## config.mk

```make
export PLATFORM = sky130hd
export DESIGN_NAME = pic_cmd_regfile_flat
export DESIGN_NICKNAME = d
export VERILOG_FILES = /design/src/rtl/pic_pkg.sv /design/src/rtl/pic_cmd_regfile_if.sv /design/src/rtl/pic_sync_edge.sv /design/src/rtl/pic_cmd_regfile.sv /design/src/flat_wrapper.sv
export SDC_FILE = /design/constraint.sdc
export NUM_CORES = 1
export LEC_CHECK = 0
export ABC_AREA = 1
export ABC_CLOCK_PERIOD_IN_PS = 1600
export CORE_MARGIN = 8
export CORE_UTILIZATION = 35
export DETAILED_ROUTE_END_ITERATION = 7
export PLACE_DENSITY_LB_ADDON = 0.3
export REMOVE_ABC_BUFFERS = 1
export SETUP_SLACK_MARGIN = 0.15
export SYNTH_ARGS = -nofsm -noshare
export SYNTH_HDL_FRONTEND = slang
export SYNTH_SLANG_ARGS = --single-unit
```

## constraint.sdc

```tcl
create_clock -name clk -period 1.6 [get_ports clk]
set_clock_uncertainty 0.05 [all_clocks]
set_input_delay 0.32 -clock clk [delete_from_list [all_inputs] [get_ports clk]]
set_output_delay 0.32 -clock clk [all_outputs]
set_load 0.1 [all_outputs]
```

## src/rtl/pic_pkg.sv

```systemverilog
// pic_pkg: shared constants for the 8259 command register file.
//  - FSM state encodings for the initialization sequence
//  - cmd_nr encodings for ICW1..4 and OCW1..3
//  - bit positions inside ICW1, ICW4 and OCW3
package pic_pkg;

  localparam logic [2:0] StUninit   = 3'd0;
  localparam logic [2:0] StWaitIcw2 = 3'd1;
  localparam logic [2:0] StWaitIcw3 = 3'd2;
  localparam logic [2:0] StWaitIcw4 = 3'd3;
  localparam logic [2:0] StReady    = 3'd4;

  localparam logic [1:0] NrIcw1 = 2'd0;
  localparam logic [1:0] NrIcw2 = 2'd1;
  localparam logic [1:0] NrIcw3 = 2'd2;
  localparam logic [1:0] NrIcw4 = 2'd3;

  localparam logic [1:0] NrOcw1 = 2'd0;
  localparam logic [1:0] NrOcw2 = 2'd1;
  localparam logic [1:0] NrOcw3 = 2'd2;

  localparam int unsigned Icw1Ic4  = 0;
  localparam int unsigned Icw1Sngl = 1;
  localparam int unsigned Icw1Ltim = 3;

  localparam int unsigned Icw4Upm  = 0;
  localparam int unsigned Icw4Aeoi = 1;
  localparam int unsigned Icw4Buf  = 2;  // two bits, D3..D2
  localparam int unsigned Icw4Sfnm = 4;

  localparam int unsigned Ocw3Ris  = 0;
  localparam int unsigned Ocw3Rr   = 1;
  localparam int unsigned Ocw3P    = 2;
  localparam int unsigned Ocw3Smm  = 5;
  localparam int unsigned Ocw3Esmm = 6;

endpackage

```

## src/rtl/pic_cmd_regfile_if.sv

```systemverilog
// pic_cmd_regfile_if: CPU-side bus between the read/write decode stage and the
// command register file.
//  wr_n, cs_n, a0  raw CPU strobes/address (asynchronous to clk)
//  cmd_type/cmd_nr decoder classification of the current write
//  bus_data        internal data bus
//  rd_data         registered readback from the register file
interface pic_cmd_regfile_if;
  logic       wr_n;
  logic       cs_n;
  logic       a0;
  logic       cmd_type;
  logic [1:0] cmd_nr;
  logic [7:0] bus_data;
  logic [7:0] rd_data;

  modport master (
    output wr_n, cs_n, a0, cmd_type, cmd_nr, bus_data,
    input  rd_data
  );

  modport slave (
    input  wr_n, cs_n, a0, cmd_type, cmd_nr, bus_data,
    output rd_data
  );
endinterface

```

## src/rtl/pic_sync_edge.sv

```systemverilog
// pic_sync_edge: Stages-flop synchronizer with rising-edge detect.
//  clk, rst_n  clock, asynchronous active-low reset
//  d_i         asynchronous input
//  q_o         synchronized level
//  rise_o      one-cycle 0->1 indication on the synchronized level
// The chain and the edge history reset to ResetVal, so leaving reset never
// looks like an edge when ResetVal matches the idle level.
module pic_sync_edge #(
  parameter int unsigned Stages   = 2,
  parameter logic        ResetVal = 1'b1
) (
  input  logic clk,
  input  logic rst_n,
  input  logic d_i,
  output logic q_o,
  output logic rise_o
);

  logic [Stages-1:0] sync_q;
  logic              prev_q;

  always_ff @(posedge clk or negedge rst_n) begin
    if (!rst_n) begin
      sync_q <= {Stages{ResetVal}};
      prev_q <= ResetVal;
    end else begin
      sync_q <= {sync_q[Stages-2:0], d_i};
      prev_q <= sync_q[Stages-1];
    end
  end

  assign q_o    = sync_q[Stages-1];
  assign rise_o = sync_q[Stages-1] & ~prev_q;

endmodule

```

## src/rtl/pic_cmd_regfile.sv

```systemverilog
// pic_cmd_regfile: 8259 command register file.
//  clk, rst_n      clock, asynchronous active-low reset
//  bus             CPU-side bus (strobes, decode class, data, rd_data)
//  irr_in, isr_in  request / in-service registers for readback
//  init_done .. seq_err  mode fields, IMR and command pulses to priority logic
// Writes are captured while the synced strobes are low and committed on the
// synced wr_n rising edge; all outputs are registered.
module pic_cmd_regfile
  import pic_pkg::*;
#(
  parameter int unsigned SYNC_STAGES = 2,
  parameter logic [7:0]  IMR_RESET   = 8'h00
) (
  input  logic                     clk,
  input  logic                     rst_n,
  pic_cmd_regfile_if.slave         bus,
  input  logic [7:0]               irr_in,
  input  logic [7:0]               isr_in,
  output logic                     init_done,
  output logic                     icw1_pulse,
  output logic                     ltim,
  output logic                     sngl,
  output logic [4:0]               vector_base,
  output logic [7:0]               cascade_cfg,
  output logic                     upm,
  output logic                     aeoi,
  output logic [1:0]               buf_ms,
  output logic                     sfnm,
  output logic [7:0]               imr,
  output logic                     eoi_valid,
  output logic [2:0]               eoi_cmd,
  output logic [2:0]               eoi_level,
  output logic                     smm,
  output logic                     poll_pulse,
  output logic                     seq_err
);

  logic wr_sync, wr_rise;
  logic [SYNC_STAGES-1:0] cs_sync_q, a0_sync_q;
  logic cs_sync, a0_sync;

  pic_sync_edge #(
    .Stages  (SYNC_STAGES),
    .ResetVal(1'b1)
  ) u_wr_sync (
    .clk   (clk),
    .rst_n (rst_n),
    .d_i   (bus.wr_n),
    .q_o   (wr_sync),
    .rise_o(wr_rise)
  );

  always_ff @(posedge clk or negedge rst_n) begin
    if (!rst_n) begin
      cs_sync_q <= '1;
      a0_sync_q <= '0;
    end else begin
      cs_sync_q <= {cs_sync_q[SYNC_STAGES-2:0], bus.cs_n};
      a0_sync_q <= {a0_sync_q[SYNC_STAGES-2:0], bus.a0};
    end
  end

  assign cs_sync = cs_sync_q[SYNC_STAGES-1];
  assign a0_sync = a0_sync_q[SYNC_STAGES-1];

  logic [2:0] state_q, state_d;
  logic [7:0] data_q, data_d;
  logic       type_q, type_d;
  logic [1:0] nr_q, nr_d;
  logic       cs_prev_q;
  logic       ic4_q, ic4_d;
  logic       rd_sel_q, rd_sel_d;
  logic       init_done_q, init_done_d, ltim_q, ltim_d, sngl_q, sngl_d;
  logic [4:0] vector_base_q, vector_base_d;
  logic [7:0] cascade_q, cascade_d, imr_q, imr_d, rd_data_q, rd_data_d;
  logic       upm_q, upm_d, aeoi_q, aeoi_d, sfnm_q, sfnm_d, smm_q, smm_d;
  logic [1:0] buf_ms_q, buf_ms_d;
  logic [2:0] eoi_cmd_q, eoi_cmd_d, eoi_level_q, eoi_level_d;
  logic       icw1_p_q, icw1_p_d, eoi_p_q, eoi_p_d, poll_p_q, poll_p_d, err_p_q, err_p_d;
  logic       commit, enter_ready;

  assign commit = wr_rise & ~cs_prev_q;

  always_comb begin
    state_d       = state_q;
    data_d        = data_q;
    type_d        = type_q;
    nr_d          = nr_q;
    ic4_d         = ic4_q;
    rd_sel_d      = rd_sel_q;
    init_done_d   = init_done_q;
    ltim_d        = ltim_q;
    sngl_d        = sngl_q;
    vector_base_d = vector_base_q;
    cascade_d     = cascade_q;
    upm_d         = upm_q;
    aeoi_d        = aeoi_q;
    buf_ms_d      = buf_ms_q;
    sfnm_d        = sfnm_q;
    imr_d         = imr_q;
    eoi_cmd_d     = eoi_cmd_q;
    eoi_level_d   = eoi_level_q;
    smm_d         = smm_q;
    icw1_p_d      = 1'b0;
    eoi_p_d       = 1'b0;
    poll_p_d      = 1'b0;
    err_p_d       = 1'b0;
    enter_ready   = 1'b0;

    if (!wr_sync && !cs_sync) begin
      data_d = bus.bus_data;
      type_d = bus.cmd_type;
      nr_d   = bus.cmd_nr;
    end

    if (commit) begin
      if (type_q) begin
        if (nr_q == NrIcw1) begin
          ltim_d      = data_q[Icw1Ltim];
          sngl_d      = data_q[Icw1Sngl];
          ic4_d       = data_q[Icw1Ic4];
          imr_d       = IMR_RESET;
          smm_d       = 1'b0;
          rd_sel_d    = 1'b0;
          upm_d       = 1'b0;
          aeoi_d      = 1'b0;
          buf_ms_d    = 2'b00;
          sfnm_d      = 1'b0;
          init_done_d = 1'b0;
          icw1_p_d    = 1'b1;
          state_d     = StWaitIcw2;
        end else if (state_q == StWaitIcw2 && nr_q == NrIcw2) begin
          vector_base_d = data_q[7:3];
          if (!sngl_q)    state_d = StWaitIcw3;
          else if (ic4_q) state_d = StWaitIcw4;
          else            enter_ready = 1'b1;
        end else if (state_q == StWaitIcw3 && nr_q == NrIcw3) begin
          cascade_d = data_q;
          if (ic4_q) state_d = StWaitIcw4;
          else       enter_ready = 1'b1;
        end else if (state_q == StWaitIcw4 && nr_q == NrIcw4) begin
          upm_d       = data_q[Icw4Upm];
          aeoi_d      = data_q[Icw4Aeoi];
          buf_ms_d    = data_q[Icw4Buf+1 -: 2];
          sfnm_d      = data_q[Icw4Sfnm];
          enter_ready = 1'b1;
        end else begin
          err_p_d = 1'b1;
        end
      end else if (state_q != StReady) begin
        err_p_d = 1'b1;
      end else begin
        case (nr_q)
          NrOcw1: imr_d = data_q;
          NrOcw2: begin
            eoi_cmd_d   = data_q[7:5];
            eoi_level_d = data_q[2:0];
            eoi_p_d     = 1'b1;
          end
          NrOcw3: begin
            if (data_q[Ocw3Esmm]) smm_d    = data_q[Ocw3Smm];
            if (data_q[Ocw3Rr])   rd_sel_d = data_q[Ocw3Ris];
            poll_p_d = data_q[Ocw3P];
          end
          default: err_p_d = 1'b1;
        endcase
      end
    end

    if (enter_ready) begin
      state_d     = StReady;
      init_done_d = 1'b1;
    end

    rd_data_d = a0_sync ? imr_q : (rd_sel_q ? isr_in : irr_in);
  end

  always_ff @(posedge clk or negedge rst_n) begin
    if (!rst_n) begin
      state_q       <= StUninit;
      data_q        <= '0;
      type_q        <= 1'b0;
      nr_q          <= '0;
      cs_prev_q     <= 1'b1;
      ic4_q         <= 1'b0;
      rd_sel_q      <= 1'b0;
      init_done_q   <= 1'b0;
      ltim_q        <= 1'b0;
      sngl_q        <= 1'b0;
      vector_base_q <= '0;
      cascade_q     <= '0;
      upm_q         <= 1'b0;
      aeoi_q        <= 1'b0;
      buf_ms_q      <= '0;
      sfnm_q        <= 1'b0;
      imr_q         <= IMR_RESET;
      eoi_cmd_q     <= '0;
      eoi_level_q   <= '0;
      smm_q         <= 1'b0;
      rd_data_q     <= '0;
      icw1_p_q      <= 1'b0;
      eoi_p_q       <= 1'b0;
      poll_p_q      <= 1'b0;
      err_p_q       <= 1'b0;
    end else begin
      state_q       <= state_d;
      data_q        <= data_d;
      type_q        <= type_d;
      nr_q          <= nr_d;
      cs_prev_q     <= cs_sync;
      ic4_q         <= ic4_d;
      rd_sel_q      <= rd_sel_d;
      init_done_q   <= init_done_d;
      ltim_q        <= ltim_d;
      sngl_q        <= sngl_d;
      vector_base_q <= vector_base_d;
      cascade_q     <= cascade_d;
      upm_q         <= upm_d;
      aeoi_q        <= aeoi_d;
      buf_ms_q      <= buf_ms_d;
      sfnm_q        <= sfnm_d;
      imr_q         <= imr_d;
      eoi_cmd_q     <= eoi_cmd_d;
      eoi_level_q   <= eoi_level_d;
      smm_q         <= smm_d;
      rd_data_q     <= rd_data_d;
      icw1_p_q      <= icw1_p_d;
      eoi_p_q       <= eoi_p_d;
      poll_p_q      <= poll_p_d;
      err_p_q       <= err_p_d;
    end
  end

  assign bus.rd_data  = rd_data_q;
  assign init_done    = init_done_q;
  assign icw1_pulse   = icw1_p_q;
  assign ltim         = ltim_q;
  assign sngl         = sngl_q;
  assign vector_base  = vector_base_q;
  assign cascade_cfg  = cascade_q;
  assign upm          = upm_q;
  assign aeoi         = aeoi_q;
  assign buf_ms       = buf_ms_q;
  assign sfnm         = sfnm_q;
  assign imr          = imr_q;
  assign eoi_valid    = eoi_p_q;
  assign eoi_cmd      = eoi_cmd_q;
  assign eoi_level    = eoi_level_q;
  assign smm          = smm_q;
  assign poll_pulse   = poll_p_q;
  assign seq_err      = err_p_q;

endmodule

```

## src/flat_wrapper.sv

```systemverilog
// flat-port wrapper written by rule: the top's interface ports become plain ports
module pic_cmd_regfile_flat import pic_pkg::*;
#(
  parameter int unsigned SYNC_STAGES = 2,
  parameter logic [7:0]  IMR_RESET   = 8'h00
)
  (clk, rst_n, irr_in, isr_in, init_done, icw1_pulse, ltim, sngl, vector_base, cascade_cfg, upm, aeoi, buf_ms, sfnm, imr, eoi_valid, eoi_cmd, eoi_level, smm, poll_pulse, seq_err, bus_wr_n, bus_cs_n, bus_a0, bus_cmd_type, bus_cmd_nr, bus_bus_data, bus_rd_data);
  pic_cmd_regfile_if bus_i ();
  input  logic clk;
  input  logic rst_n;
  input  logic [7:0] irr_in;
  input  logic [7:0] isr_in;
  output logic init_done;
  output logic icw1_pulse;
  output logic ltim;
  output logic sngl;
  output logic [4:0] vector_base;
  output logic [7:0] cascade_cfg;
  output logic upm;
  output logic aeoi;
  output logic [1:0] buf_ms;
  output logic sfnm;
  output logic [7:0] imr;
  output logic eoi_valid;
  output logic [2:0] eoi_cmd;
  output logic [2:0] eoi_level;
  output logic smm;
  output logic poll_pulse;
  output logic seq_err;
  input wire logic [$bits(bus_i.wr_n)-1:0] bus_wr_n;
  input wire logic [$bits(bus_i.cs_n)-1:0] bus_cs_n;
  input wire logic [$bits(bus_i.a0)-1:0] bus_a0;
  input wire logic [$bits(bus_i.cmd_type)-1:0] bus_cmd_type;
  input wire logic [$bits(bus_i.cmd_nr)-1:0] bus_cmd_nr;
  input wire logic [$bits(bus_i.bus_data)-1:0] bus_bus_data;
  output wire logic [$bits(bus_i.rd_data)-1:0] bus_rd_data;
  assign bus_i.wr_n = bus_wr_n;
  assign bus_i.cs_n = bus_cs_n;
  assign bus_i.a0 = bus_a0;
  assign bus_i.cmd_type = bus_cmd_type;
  assign bus_i.cmd_nr = bus_cmd_nr;
  assign bus_i.bus_data = bus_bus_data;
  assign bus_rd_data = bus_i.rd_data;
  pic_cmd_regfile #(.SYNC_STAGES(SYNC_STAGES), .IMR_RESET(IMR_RESET)) u_core (.clk(clk), .rst_n(rst_n), .bus(bus_i), .irr_in(irr_in), .isr_in(isr_in), .init_done(init_done), .icw1_pulse(icw1_pulse), .ltim(ltim), .sngl(sngl), .vector_base(vector_base), .cascade_cfg(cascade_cfg), .upm(upm), .aeoi(aeoi), .buf_ms(buf_ms), .sfnm(sfnm), .imr(imr), .eoi_valid(eoi_valid), .eoi_cmd(eoi_cmd), .eoi_level(eoi_level), .smm(smm), .poll_pulse(poll_pulse), .seq_err(seq_err));
endmodule
```

==> results of run 1 <==
final timing paths:
kind / start / to / slack [ps] / depth (start not counted)
min reg2reg: u_core.a0_sync_q[0] / u_core.a0_sync_q[1] / 300 / 0
max reg2reg: u_core.u_wr_sync.sync_q[1] / u_core.state_q[0] / 110 / 8
min: u_core.a0_sync_q[0] / u_core.a0_sync_q[1] / 300 / 0
min in group asynchronous: rst_n / u_core.bus.rd_data[7] / 350 / 2
max: u_core.u_wr_sync.sync_q[1] / u_core.state_q[0] / 110 / 8
max in group asynchronous: rst_n / u_core.nr_q[1] / 570 / 3
critical path: stages, from the launching register on:
cell     delay (ps)
dfstp_2         560
nand3_4         100
nor2_4          220
buf_12          160
nand2_8          80
inv_4            60
nor2_4           40
nand3_1          70
nand2_1          50
power groups by stage:
stage                     clock network [mW]  registers (mW)  logic (mW)
after floorplan                            0            3.22       0.408
after global placement                     0            2.33        2.27
after detailed placement                   0            2.34        2.28
after CTS                               1.39            2.31        2.31
after global routing                    1.49            2.36        2.51
final                                   1.35            2.33        2.38
flip-flops by register name, indices dropped and copies added (netlist names), 2 cells and up:
name                     count
u_core.vector_base           5
u_core.cascade_cfg           8
u_core.data_q                8
u_core.eoi_cmd               3
u_core.eoi_level             3
u_core.buf_ms                2
u_core.imr                   8
u_core.bus.rd_data           8
u_core.a0_sync_q             2
u_core.state_q               3
u_core.cs_sync_q             2
u_core.nr_q                  2
u_core.u_wr_sync.sync_q      2
repair_timing:
action / 4_1_cts / 5_1_grt
setup endpoints to repair: 32 / 46
endpoints found under the hold margin: 10 / 0
pin swaps: 5 / 7
gates resized for setup: 18 / 53
buffers inserted: 1 / 4
hold buffers: 1 / 0
gates cloned: 0 / 3
Yosys cell counts (all sizes together):
library cell | count | area share (%)
a22oi | 3 | 0.76
buf | 5 | 1.6
o22ai | 3 | 0.63
inv | 31 | 3.9
nand4 | 1 | 0.42
clkbuf | 4 | 0.51
nor3 | 2 | 0.51
nor2 | 24 | 3.9
nand2 | 81 | 10
a21oi | 15 | 2.5
nand3 | 17 | 3.2
dfrtp | 66 | 56
or2 | 1 | 0.21
o21ai | 50 | 10
dfstp | 6 | 5.3
per-stage QoR:
step	hold WS [ps]	power [mW]	setup slack [ps]	area [µm²]	util (%)
3_3_place_gp	172.3	4.603	87.87	4405	53.62
3_5_place_dp	176.4	4.622	52.23	4405	53.62
2_1_floorplan	-25.59	3.632	-225.7	2905	-
5_1_grt	314.8	6.356	-10.08	4918	59.86
4_1_cts	303.1	6.021	109.5	4661	56.72
6_report	302.7	6.059	105.8	4918	59.86
layout make-up:
cell class / count / area share [%]
well taps: 105 / 2.671
inverters: 31 / 2.417
multi-input cells: 199 / 24.19
clock inverters: 4 / 0.9158
flip-flops and latches: 72 / 36.86
repair buffers: 98 / 30.20
clock buffers: 12 / 2.747
cell usage in the layout, fill, tap and decap left out, types with 12 or more instances in the layout:
cell type / Yosys / routed
a21oi_1: 15 / 15
buf_12: 0 / 51
clkdlybuf4s50_1: 0 / 30
dfrtp_1: 66 / 63
inv_1: 27 / 25
nand2_1: 79 / 61
nand2_4: 0 / 12
nand3_1: 15 / 13
nor2_1: 20 / 15
o21ai_0: 30 / 18
o21ai_1: 4 / 12
o21ai_2: 16 / 20
logic make-up after synthesis:
| group | count (synthesis) | share of synthesized area [%] |
|---|---|---|
| buf+inv | 40 | 6.068 |
| simple gates | 126 | 18.63 |
| flops | 72 | 60.94 |
| compound gates | 71 | 14.37 |
layer usage:
layer / routed length [µm] / up-vias / track usage, %
met5: 0 / - / 0
met4: 172 / 0 / 6.244
met3: 516 / 13 / 4.283
met2: 3798 / 76 / 22.01
met1: 3489 / 1148 / 17.62
li1: - / 1213 / -
==> results.py, run 1 <==
metrics = {
    "place": {
        "hpwl_um": 5833,
        "post-place-cells": 496,
        "io_buffers": 79,
        "routabilityCongestion": 0.8922,
    },
    "drt": {
        "wl_per_cell_um": 15.31,
        "vias": 2450,
        "first_pass_iters": 4,
        "drc": 0,
        "drt_wl_total_um": 7976,
        "vias_per_cell": 4.702,
        "ant_nets": 0,
        "drt_iter0_drc": 96,
    },
    "timing": {
        "fin_crit_sh_pct": 93.38,
        "worst_pin_slew_ps": 565.4,
        "rsz0062_at_grt": "yes",
        "slew_violations": 0,
        "maxSlewHeadroom_pct": 62.17,
        "final-setup-viol-count": 0,
        "fmax_ghz": 0.6693,
        "fin_crit_ps": 1494,
        "setup_tns_ps": 0,
        "hold_violations": 0,
    },
    "global_route": {
        "grt-ovfl-total": 0,
        "antenna_found_initial": 0,
        "grt_max_degree": 43,
        "grt_pass1_vias": 2547,
        "grt_pass1_wl_um": 12880,
        "track_usage_pct": 14.10,
    },
    "layout": {
        "fin_cells": 521,
        "fillers": 681,
        "n_antenna_cell": 0,
        "drive_gt1_share_pct": 36.78,
        "fin_nets": 443,
        "multi_input_area_um2": 1190,
        "register_area_um2": 1813,
        "area_delta_synth_final_pct": 65.66,
    },
    "clock_tree": {
        "clockBufferDepth": 2,
        "numCtsBuffers": 9,
        "worstSkewPairLatency_ps": 340,
        "htreeDepth": 3,
        "cts.sinks": 72,
        "cts_root_buf": "clkbuf_8",
        "clkTransAtPathRegs_ps": 70,
        "cts_tree": "done",
    },
    "power": {
        "ir_drop_v": 0.0004276,
        "p_switching_mw": 2.442,
        "switching_share_pct": 40.31,
        "p_comb_share_pct": 39.3,
        "power_density_nw_per_um2": 1232,
        "power.internal_mw": 3.617,
        "seqPwrFrac_pct": 38.5,
        "p_leak_nw": 2.298,
        "power.share.clock_pct": 22.3,
    },
    "synth": {
        "avgSynthCellArea_um2": 9.609,
        "ys_seq_area_share_pct": 60.94,
        "syn_area_um2": 2969,
        "synth_cell_types": 24,
        "yosysWarnings": 0,
        "ys_ff_latch": 72,
        "netlist_instances": 309,
    },
    "setup_path": {
        "arrival_ps": 1680,
        "path_class": "reg2reg",
        "cp_data_required_time_ps": 1780,
        "start_kind": "flop",
        "cp-end-kind": "flop",
        "crit_path_max_fanout": 5,
    },
    "die": {
        "initial_core_util_pct": 36.14,
        "fp-row-count": 33,
        "die_height_um": 108.1,
        "core_um2": 8217,
        "dieArea_um2": 11690,
        "ios": 80,
        "fp.dieW_um": 108.1,
    },
    "flow_run": {
        "max_cap_violations": 0,
    },
    "outcome": {
        "status": "finished clean",
    },
    "min_path": {
        "hp-class": "reg2reg",
    },
}
No activity file was read; power rests on OpenSTA's default activity.
==> inputs of run 2 (changes only) <==
--- a/config.mk
+++ b/config.mk
@@ -8,7 +8,7 @@
 export ABC_AREA = 1
 export ABC_CLOCK_PERIOD_IN_PS = 1600
 export CORE_MARGIN = 8
-export CORE_UTILIZATION = 35
+export CORE_UTILIZATION = 48
 export DETAILED_ROUTE_END_ITERATION = 7
 export PLACE_DENSITY_LB_ADDON = 0.3
 export REMOVE_ABC_BUFFERS = 1
==> run 2 against run 1 <==
Net effect: the run now ends with negative setup slack left; clock-buffer cell count did not move; wire length rose by 12%; via count rose by 12%; critical path depth fell by 1; critical path type unchanged; critical endpoint is now u_core.upm.
==> results.py, run 2 (synthesis gave the netlist of run 1 again) <==
metrics = {
    "outcome": {
        "status": "finished with violations",
        "violations": "negative setup slack",
    },
    "setup_path": {
        "max_stage_delay_ps": 450,
        "rrSetupSlack_ps": -100,
        "critPathBufInv": 2,
        "cp_data_required_time_ps": 1770,
        "path_class": "reg2reg",
        "r2r_start": "u_core.state_q[1]",
        "worstRegToRegCells": 7,
        "cp-end-kind": "flop",
        "start_kind": "flop",
        "rr_endpoint": "u_core.upm",
        "crit_path_max_fanout": 5,
        "crit_chain": "buf_6 > nand3_1 > nor2_2 > nor2_1 > buf_4 > o21ai_0 > nand2_1",
        "crit_path_top_delay_cell": "dfrtp_1",
        "arrival_ps": 1870,
        "critPathTopFamily": "simple AND/OR/NAND/NOR gates",
    },
    "clock_tree": {
        "cts_root_buf": "clkbuf_8",
        "clockBufferDepth": 2,
        "cts_tree": "done",
        "worstSkewPairLatency_ps": 350,
        "numCtsBuffers": 9,
        "clkTransAtPathRegs_ps": 70,
        "cts.sinks": 72,
        "htreeDepth": 3,
    },
    "layout": {
        "register_area_um2": 1812,
        "final_cell_mix": "nand2_1 (67), dfrtp_1 (64), buf_12 (50), clkdlybuf4s50_1 (30)",
        "fillers": 317,
        "area_delta_synth_final_pct": 63.97,
        "fin_cells": 498,
        "multi_input_area_um2": 1140,
        "fin_nets": 451,
        "drive_gt1_share_pct": 36.64,
        "n_antenna_cell": 0,
        "final_common_cell": "nand2_1",
    },
    "place": {
        "hpwl_um": 5895,
        "io_buffers": 79,
        "routabilityCongestion": 0.9177,
        "post-place-cells": 468,
    },
    "timing": {
        "hold_violations": 0,
        "final-setup-viol-count": 1,
        "maxSlewHeadroom_pct": 72.93,
        "setup_tns_ps": -96.79,
        "slew_violations": 0,
        "worst_pin_slew_ps": 406.0,
        "fmax_ghz": 0.5893,
        "rsz0062_at_grt": "yes",
        "worst_slack_ps": -96.79,
        "fin_crit_ps": 1697,
        "fin_crit_sh_pct": 106.0,
    },
    "die": {
        "fp.dieW_um": 94.65,
        "die_height_um": 94.65,
        "dieArea_um2": 8959,
        "initial_core_util_pct": 49.85,
        "fp-row-count": 28,
        "core_um2": 5956,
        "ios": 80,
    },
    "min_path": {
        "hold_start": "u_core.cs_sync_q[0]",
        "hold_path_depth": 0,
        "hp-class": "reg2reg",
        "holdPathEnd": "u_core.cs_sync_q[1]",
    },
    "drt": {
        "vias": 2743,
        "wl_per_cell_um": 17.92,
        "ant_nets": 0,
        "drt_iter0_drc": 152,
        "vias_per_cell": 5.508,
        "drt_wl_total_um": 8926,
        "first_pass_iters": 4,
        "drc": 0,
    },
    "global_route": {
        "antenna_found_initial": 0,
        "grt-ovfl-total": 0,
        "grt_max_degree": 29,
        "track_usage_pct": 19.08,
        "grt_pass1_vias": 2741,
        "grt_pass1_wl_um": 13210,
    },
    "flow_run": {
        "max_cap_violations": 0,
    },
    "power": {
        "p_leak_nw": 2.279,
        "power_density_nw_per_um2": 1241,
        "ir_drop_v": 0.0008887,
    },
}
==> run 2: repair_timing <==
item,CTS,global route
setup endpoints to repair,37,40
pin swaps,1,8
cloned,1,1
resized for setup,11,48
setup buffers,2,10
hold endpoints to repair,11,0
hold buffers,1,0
==> run 2: layer usage <==
metal	vias up	global-route usage (%)	routed length [µm]
met5	-	0	0
met4	0	11.44	382
met3	37	5.000	803
met2	161	31.63	4415
met1	1321	21.74	3325
li1	1224	-	-
==> run 2: worst max path at each step <==
stage | to | start | slack, ps | depth (start not counted)
2_1_floorplan | u_core.imr[3] | u_core.state_q[2] | -230 | 5
3_3_place_gp | u_core.vector_base[4] | u_core.nr_q[1] | 70 | 7
3_5_place_dp | u_core.state_q[0] | u_core.cs_prev_q | 10 | 8
4_1_cts | u_core.eoi_level[0] | u_core.state_q[0] | 140 | 7
5_1_grt | u_core.upm | u_core.state_q[1] | -90 | 7
6_report | u_core.upm | u_core.state_q[1] | -100 | 7
==> run 2: final cells by class <==
type                       count  area share (%)
sequential                    72           37.21
inverter                      31           2.390
clock buffer                  12           3.187
timing repair buffer         107           31.51
multi-input combinational    198           23.41
tap                           75           1.928
clock inverter                 3          0.3598
==> run 2: power breakdown <==
| part | switching (mW) | internal [mW] | total, mW | leakage (nW) |
|---|---|---|---|---|
| Combinational | 1.58 | 0.866 | 2.44 | 1.26 |
| Sequential | 0.281 | 2.04 | 2.32 | 0.934 |
| Clock | 0.642 | 0.634 | 1.28 | 0.0882 |
| Total | 2.50 | 3.54 | 6.04 | 2.28 |
==> run 2: per-stage QoR <==
stage,cell area (µm²),utilization [%],hold WS [ps],total power [mW],worst slack (ps)
floorplan,2905,-,-25.59,3.632,-225.7
global placement,4395,73.80,211.6,4.583,72.89
detailed placement,4395,73.80,213.2,4.636,13.00
CTS,4642,77.94,307.8,5.915,136.3
global route,4868,81.74,309.7,6.250,-92.11
finish,4868,81.74,304.6,6.043,-96.79
==> edit 1 (settings of run 1) <==
`ResetVal` is set to 1'b1 in 2 places; all go to 1'b0.
--- a/src/rtl/pic_sync_edge.sv
+++ b/src/rtl/pic_sync_edge.sv
@@ -8,5 +8,5 @@
 module pic_sync_edge #(
   parameter int unsigned Stages   = 2,
-  parameter logic        ResetVal = 1'b1
+  parameter logic        ResetVal = 1'b0
 ) (
   input  logic clk,
--- a/src/rtl/pic_cmd_regfile.sv
+++ b/src/rtl/pic_cmd_regfile.sv
@@ -42,5 +42,5 @@
   pic_sync_edge #(
     .Stages  (SYNC_STAGES),
-    .ResetVal(1'b1)
+    .ResetVal(1'b0)
   ) u_wr_sync (
     .clk   (clk),
Behaviour: no difference found for any inputs over 10 cycles, from zero or initial values and one cycle with rst_n low; that may be too few to reach the edited logic, so the function may still have changed.
==> edit 1 against run 1 <==
Synthesized area fell by 0.13%; largest cell class unchanged; global-route usage shrank 0.20 points; count of clock-buffer cells in the layout did not move; sequential share of layout area grew 0.83 points; routed wire length rose by 2.3%; sequential cell count unchanged; power up 0.66%; setup slack improved by 60 ps; final cell count increased by 0.58%; cell area fell by 2.3%; first-iteration DRC count grew 150%.
==> edit 1: results (changes against run 1) <==
vias per cell=4.79 (+1.8%); worst reg2reg endpoint=u_core.vector_base[4]$_DFFE_PN0P_; P_int=3.64 mW (+0.71%); Worst IR Drop VDD=0.000591 V (+38%); Yosys warnings=0 (unchanged); CTS Root Cell=clkbuf_8; ranking of synthesized cells by area=dfrtp_1, nand2_1, o21ai_0; met2 wire length=3950 um (+4.0%); layout cell share with drive strength beyond 1=33.4% (-3.4 points); post-synthesis mux area share=0% (unchanged); DRT Pass-1 Iters=4 (unchanged); largest net degree at the start of global routing=29 (-33%); Placed Cells=495 (-0.20%); Clock Pin Slew Worst Setup and Hold Paths=70 ps (about the same); Buffers on Ports=79 (unchanged); Critical Path End Type=flip-flop; MaxCap Viol Count=0 (unchanged); Hold Crit Class=flip-flop to flip-flop; CP Class=flip-flop to flip-flop; crit path launch=u_core.state_q[2]$_DFFE_PN0P_; sequential area share after synthesis=60.9% (about the same); global-route wire length before repair=12600 um (-2.5%); final non-filler cell total=524 (+0.58%); CTS Buf Count=9 (unchanged); vias in the first global route=2489 (-2.3%); DR WL met3=671 um (+30%); worst slack at placement=62.2 ps (+10.0 ps); critical path fanouts, max=10 (+5); commonest cells in the netlist=nand2_1, dfrtp_1, o21ai_0; GRT Resource Usage Total=13.9% (-0.20 points); status=finished, final reports clean; H-tree lvl count=3 (unchanged); XOR/XNOR Fraction of Synth Area=0% (unchanged); initial antenna violation count=0 (unchanged); worst rel slew slack=76.1% (+14 points); ant diodes=0 (unchanged); static leakage=2.24 nW (-2.5%); R2R cell count=7 (-1); WL/cell=15.6 um (+1.7%); WP data arrival=1620 ps (-60 ps); M1 WL=3360 um (-3.7%); final worst setup slack=166 ps (+60.1 ps); nets@finish=446 (+0.68%); Placed Area=0.00440 mm^2 (-0.20%); RePlAce Congestion=0.961 (+7.7%); Syn Area/Cell=9.60 um^2 (-0.13%); area share of fa/ha/maj cells after synthesis=0% (unchanged); post-detail-place hpwl=5850 um (+0.27%); DR iter-0 viols=239 (+150%); Synth cell types=24 (unchanged); Max Root-Sink Buffers=2 (unchanged); area fraction in compound gates after synthesis=14.4% (+0.018 points)
-- edit 1: cell types whose count changed in the layout (fill, tap and decap cells not counted), sizes merged --
cell / delta
dfrtp: +3
dfstp: -3
clkbuf: -1
buf: +5
nand2: -1
-- edit 1: what timing repair did --
item,in CTS,in global routing
endpoints found under the hold margin,18,0
hold buffers,1,0
buffers inserted,2,9
pin swaps,2,8
cloned,0,1
gates resized for setup,11,25
endpoints found under the setup margin,31,36
-- edit 1: area by class of cell --
class / count / area, um^2
Multi-Input combinational cell: 198 / 1070
Fill cell: 679 / 3410
Clock buffer: 12 / 145
Tap cell: 105 / 131
Timing Repair Buffer: 102 / 1490
Clock inverter: 4 / 45.0
Sequential cell: 72 / 1810
Inverter: 31 / 116
-- edit 1: cells by family (layout without fill, tap and decap cells) --
kind of cell	after synthesis	after routing
AOI/OAI and AO/OA	71	71
buffers and inverters	40	149
DFF	72	72
and+or+nand+nor	126	127
-- edit 1: power groups by stage --
stage	Clock (mW)	Combinational (mW)	Sequential (mW)
floorplan	0	0.408	3.22
global placement	0	2.25	2.33
detailed placement	0	2.27	2.35
CTS	1.44	2.30	2.32
global route	1.52	2.47	2.36
finish	1.40	2.37	2.33
-- edit 1: worst min path at each step --
stage                                     to                     startpoint  cells past startpoint  slack (ps)
6_report       u_core.cs_sync_q[1]$_DFF_PN1_  u_core.cs_sync_q[0]$_DFF_PN1_                      0         310
4_1_cts        u_core.cs_sync_q[1]$_DFF_PN1_  u_core.cs_sync_q[0]$_DFF_PN1_                      0         310
2_1_floorplan  u_core.a0_sync_q[0]$_DFF_PN0_                          rst_n                      0         -30
5_1_grt        u_core.cs_sync_q[1]$_DFF_PN1_  u_core.cs_sync_q[0]$_DFF_PN1_                      0         310
3_3_place_gp    u_core.buf_ms[1]$_DFFE_PN0P_                          rst_n                      1         180
3_5_place_dp         u_core.sfnm$_DFFE_PN0P_                          rst_n                      1         180
-- edit 1: metal layers --
metal,global-route usage (%),up-vias
met5,0,-
met4,4.16,0
met3,5.95,14
met2,22.6,106
met1,16.3,1176
li1,-,1212
-- edit 1: critical path: stages (launching register included) --
cell     delay (ps)
dfrtp_1         410
inv_2           130
nand3_1         170
nor2_4          160
nand2_2          90
buf_4           190
nand2_1          70
o21ai_2          50
==> edit 2 (flow settings as in run 1) <==
Without the edit above. Take the reset off `data_q` and `rd_data_q` and load them in a clocked block of their own.
--- a/src/rtl/pic_cmd_regfile.sv
+++ b/src/rtl/pic_cmd_regfile.sv
@@ -179,5 +179,4 @@
     if (!rst_n) begin
       state_q       <= StUninit;
-      data_q        <= '0;
       type_q        <= 1'b0;
       nr_q          <= '0;
@@ -198,5 +197,4 @@
       eoi_level_q   <= '0;
       smm_q         <= 1'b0;
-      rd_data_q     <= '0;
       icw1_p_q      <= 1'b0;
       eoi_p_q       <= 1'b0;
@@ -205,5 +203,4 @@
     end else begin
       state_q       <= state_d;
-      data_q        <= data_d;
       type_q        <= type_d;
       nr_q          <= nr_d;
@@ -224,5 +221,4 @@
       eoi_level_q   <= eoi_level_d;
       smm_q         <= smm_d;
-      rd_data_q     <= rd_data_d;
       icw1_p_q      <= icw1_p_d;
       eoi_p_q       <= eoi_p_d;
@@ -230,4 +226,9 @@
       err_p_q       <= err_p_d;
     end
+  end
+
+  always_ff @(posedge clk) begin
+    data_q    <= data_d;
+    rd_data_q <= rd_data_d;
   end
 
Formal check against the unedited RTL: not equivalent (a bounded check fails within 4 cycles, from zero or initial values and one cycle with rst_n low).
==> edit 2 against run 1 <==
Synthesized area down 1.5%; sequential cell count is the same; via count increased by 2.0%; largest power group unchanged; routed wire length grew 4.0%; cell area rose by 0.28%; setup slack worse by 76 ps; power increased by 1.7%; final cell count shrank 1.3%.
==> edit 2: results (changes against run 1) <==
status=finished, final reports clean; RePlAce Congestion=0.907 (+1.7%); WP data arrival=1740 ps (+60 ps); number of enable flip-flop cells after synthesis=8 (+8); critical path endpoint=u_core.rd_sel_q$_DFFE_PN0P_; postcts setup bufs=8 (+7); ranking of synthesized cells by area=dfrtp_1, nand2_1, edfxtp_1; Synth cell types=29 (+21%); actual slew at the worst max-slew pin=307 ps (-258 ps); flop2flop setup slack=30 ps (-80 ps); Filler Cell Count=649 (-4.7%); crit-path leading delay family=simple AND/OR/NAND/NOR gates; Vias=2499 (+2.0%); Worst path depth=9 (+1); Worst IR Drop VDD=0.000604 V (+41%); GRT Resource Usage Total=13.9% (-0.15 points); ant diodes=0 (unchanged); global-route wire length before repair=12700 um (-1.1%); fraction of registers with async set or reset after synthesis=77.8% (-22 points); layout cell share with drive strength beyond 1=41.8% (+5.0 points); largest net degree at the start of global routing=57 (+33%); Placed Area=0.00434 mm^2 (-1.4%); WHS=306 ps (+3.61 ps); critical path fanouts, max=4 (-1); post-detail-place hpwl=5510 um (-5.5%); static leakage=2.21 nW (-4.0%); Min-Delay Endpoint=u_core.cs_sync_q[1]$_DFF_PN1_; commonest cells in the netlist=nand2_1, dfrtp_1, inv_1; DR iter-0 viols=114 (+19%); hold path start=u_core.cs_sync_q[0]$_DFF_PN1_; nets@finish=436 (-1.6%); post-cts resize count=26 (+8); WL/cell=16.1 um (+5.4%); sequential area share after synthesis=61.9% (+0.94 points); Clock Pin Slew Worst Setup and Hold Paths=80 ps; initial antenna violation count=0 (unchanged); Max stage delay on crit path=540 ps (-20 ps)
-- edit 2: changes by cell type in the layout (fill, tap and decap cells not counted), moves of 8 or more --
cell,change
o21ai_0,-9
dfrtp_1,-17
nand2_1,-13
dfxtp_1,+8
nand2_2,+9
edfxtp_1,+8
-- edit 2: per-layer routing --
| layer | global-route usage, % | routed length (um) | vias up |
|---|---|---|---|
| li1 | - | - | 1183 |
| met1 | 17.3 | 3440 | 1207 |
| met2 | 22.2 | 4080 | 89 |
| met3 | 5.09 | 582 | 20 |
| met4 | 4.26 | 191 | 0 |
| met5 | 0 | 0 | - |
-- edit 2: area by class of cell --
type,instances,area share (%)
inverters,29,2.26
flip-flops and latches,72,36.8
repair buffers,101,30.3
clock inverters,3,0.381
multi-input cells,191,24.6
well taps,105,2.66
clock buffers,13,3.02
-- edit 2: stage by stage --
step	instances	util, %	setup slack, ps	setup TNS [ps]
2_1_floorplan	290	-	-124	-306
6_report	514	60.3	30.3	0
3_3_place_gp	480	53.1	54.2	0
5_1_grt	514	60.3	-57.2	-299
4_1_cts	506	57.4	45.7	0
3_5_place_dp	480	53.1	-7.15	-7.15
-- edit 2: logic make-up (layout without fill, tap and decap cells) --
group | Yosys count | count (layout) | synth area share, %
flops | 72 | 72 | 61.9
simple gates | 124 | 125 | 20.0
compound gates | 65 | 66 | 12.8
buf+inv | 35 | 146 | 5.39
-- edit 2: worst reg2reg max path: cells and delay by family, from the launching register on --
family                 cells  cell delay [ps]
flip-flops                 1              540
AND/OR/NAND/NOR            6              700
AO/OA/AOI/OAI              2              120
buffers and inverters      1               40
-- edit 2: power by group --
group	switching [mW]	total, mW	internal [mW]	leakage [nW]
logic	1.65	2.52	0.879	1.25
registers	0.304	2.38	2.08	0.872
clock network	0.650	1.26	0.605	0.0874
total	2.60	6.16	3.56	2.21
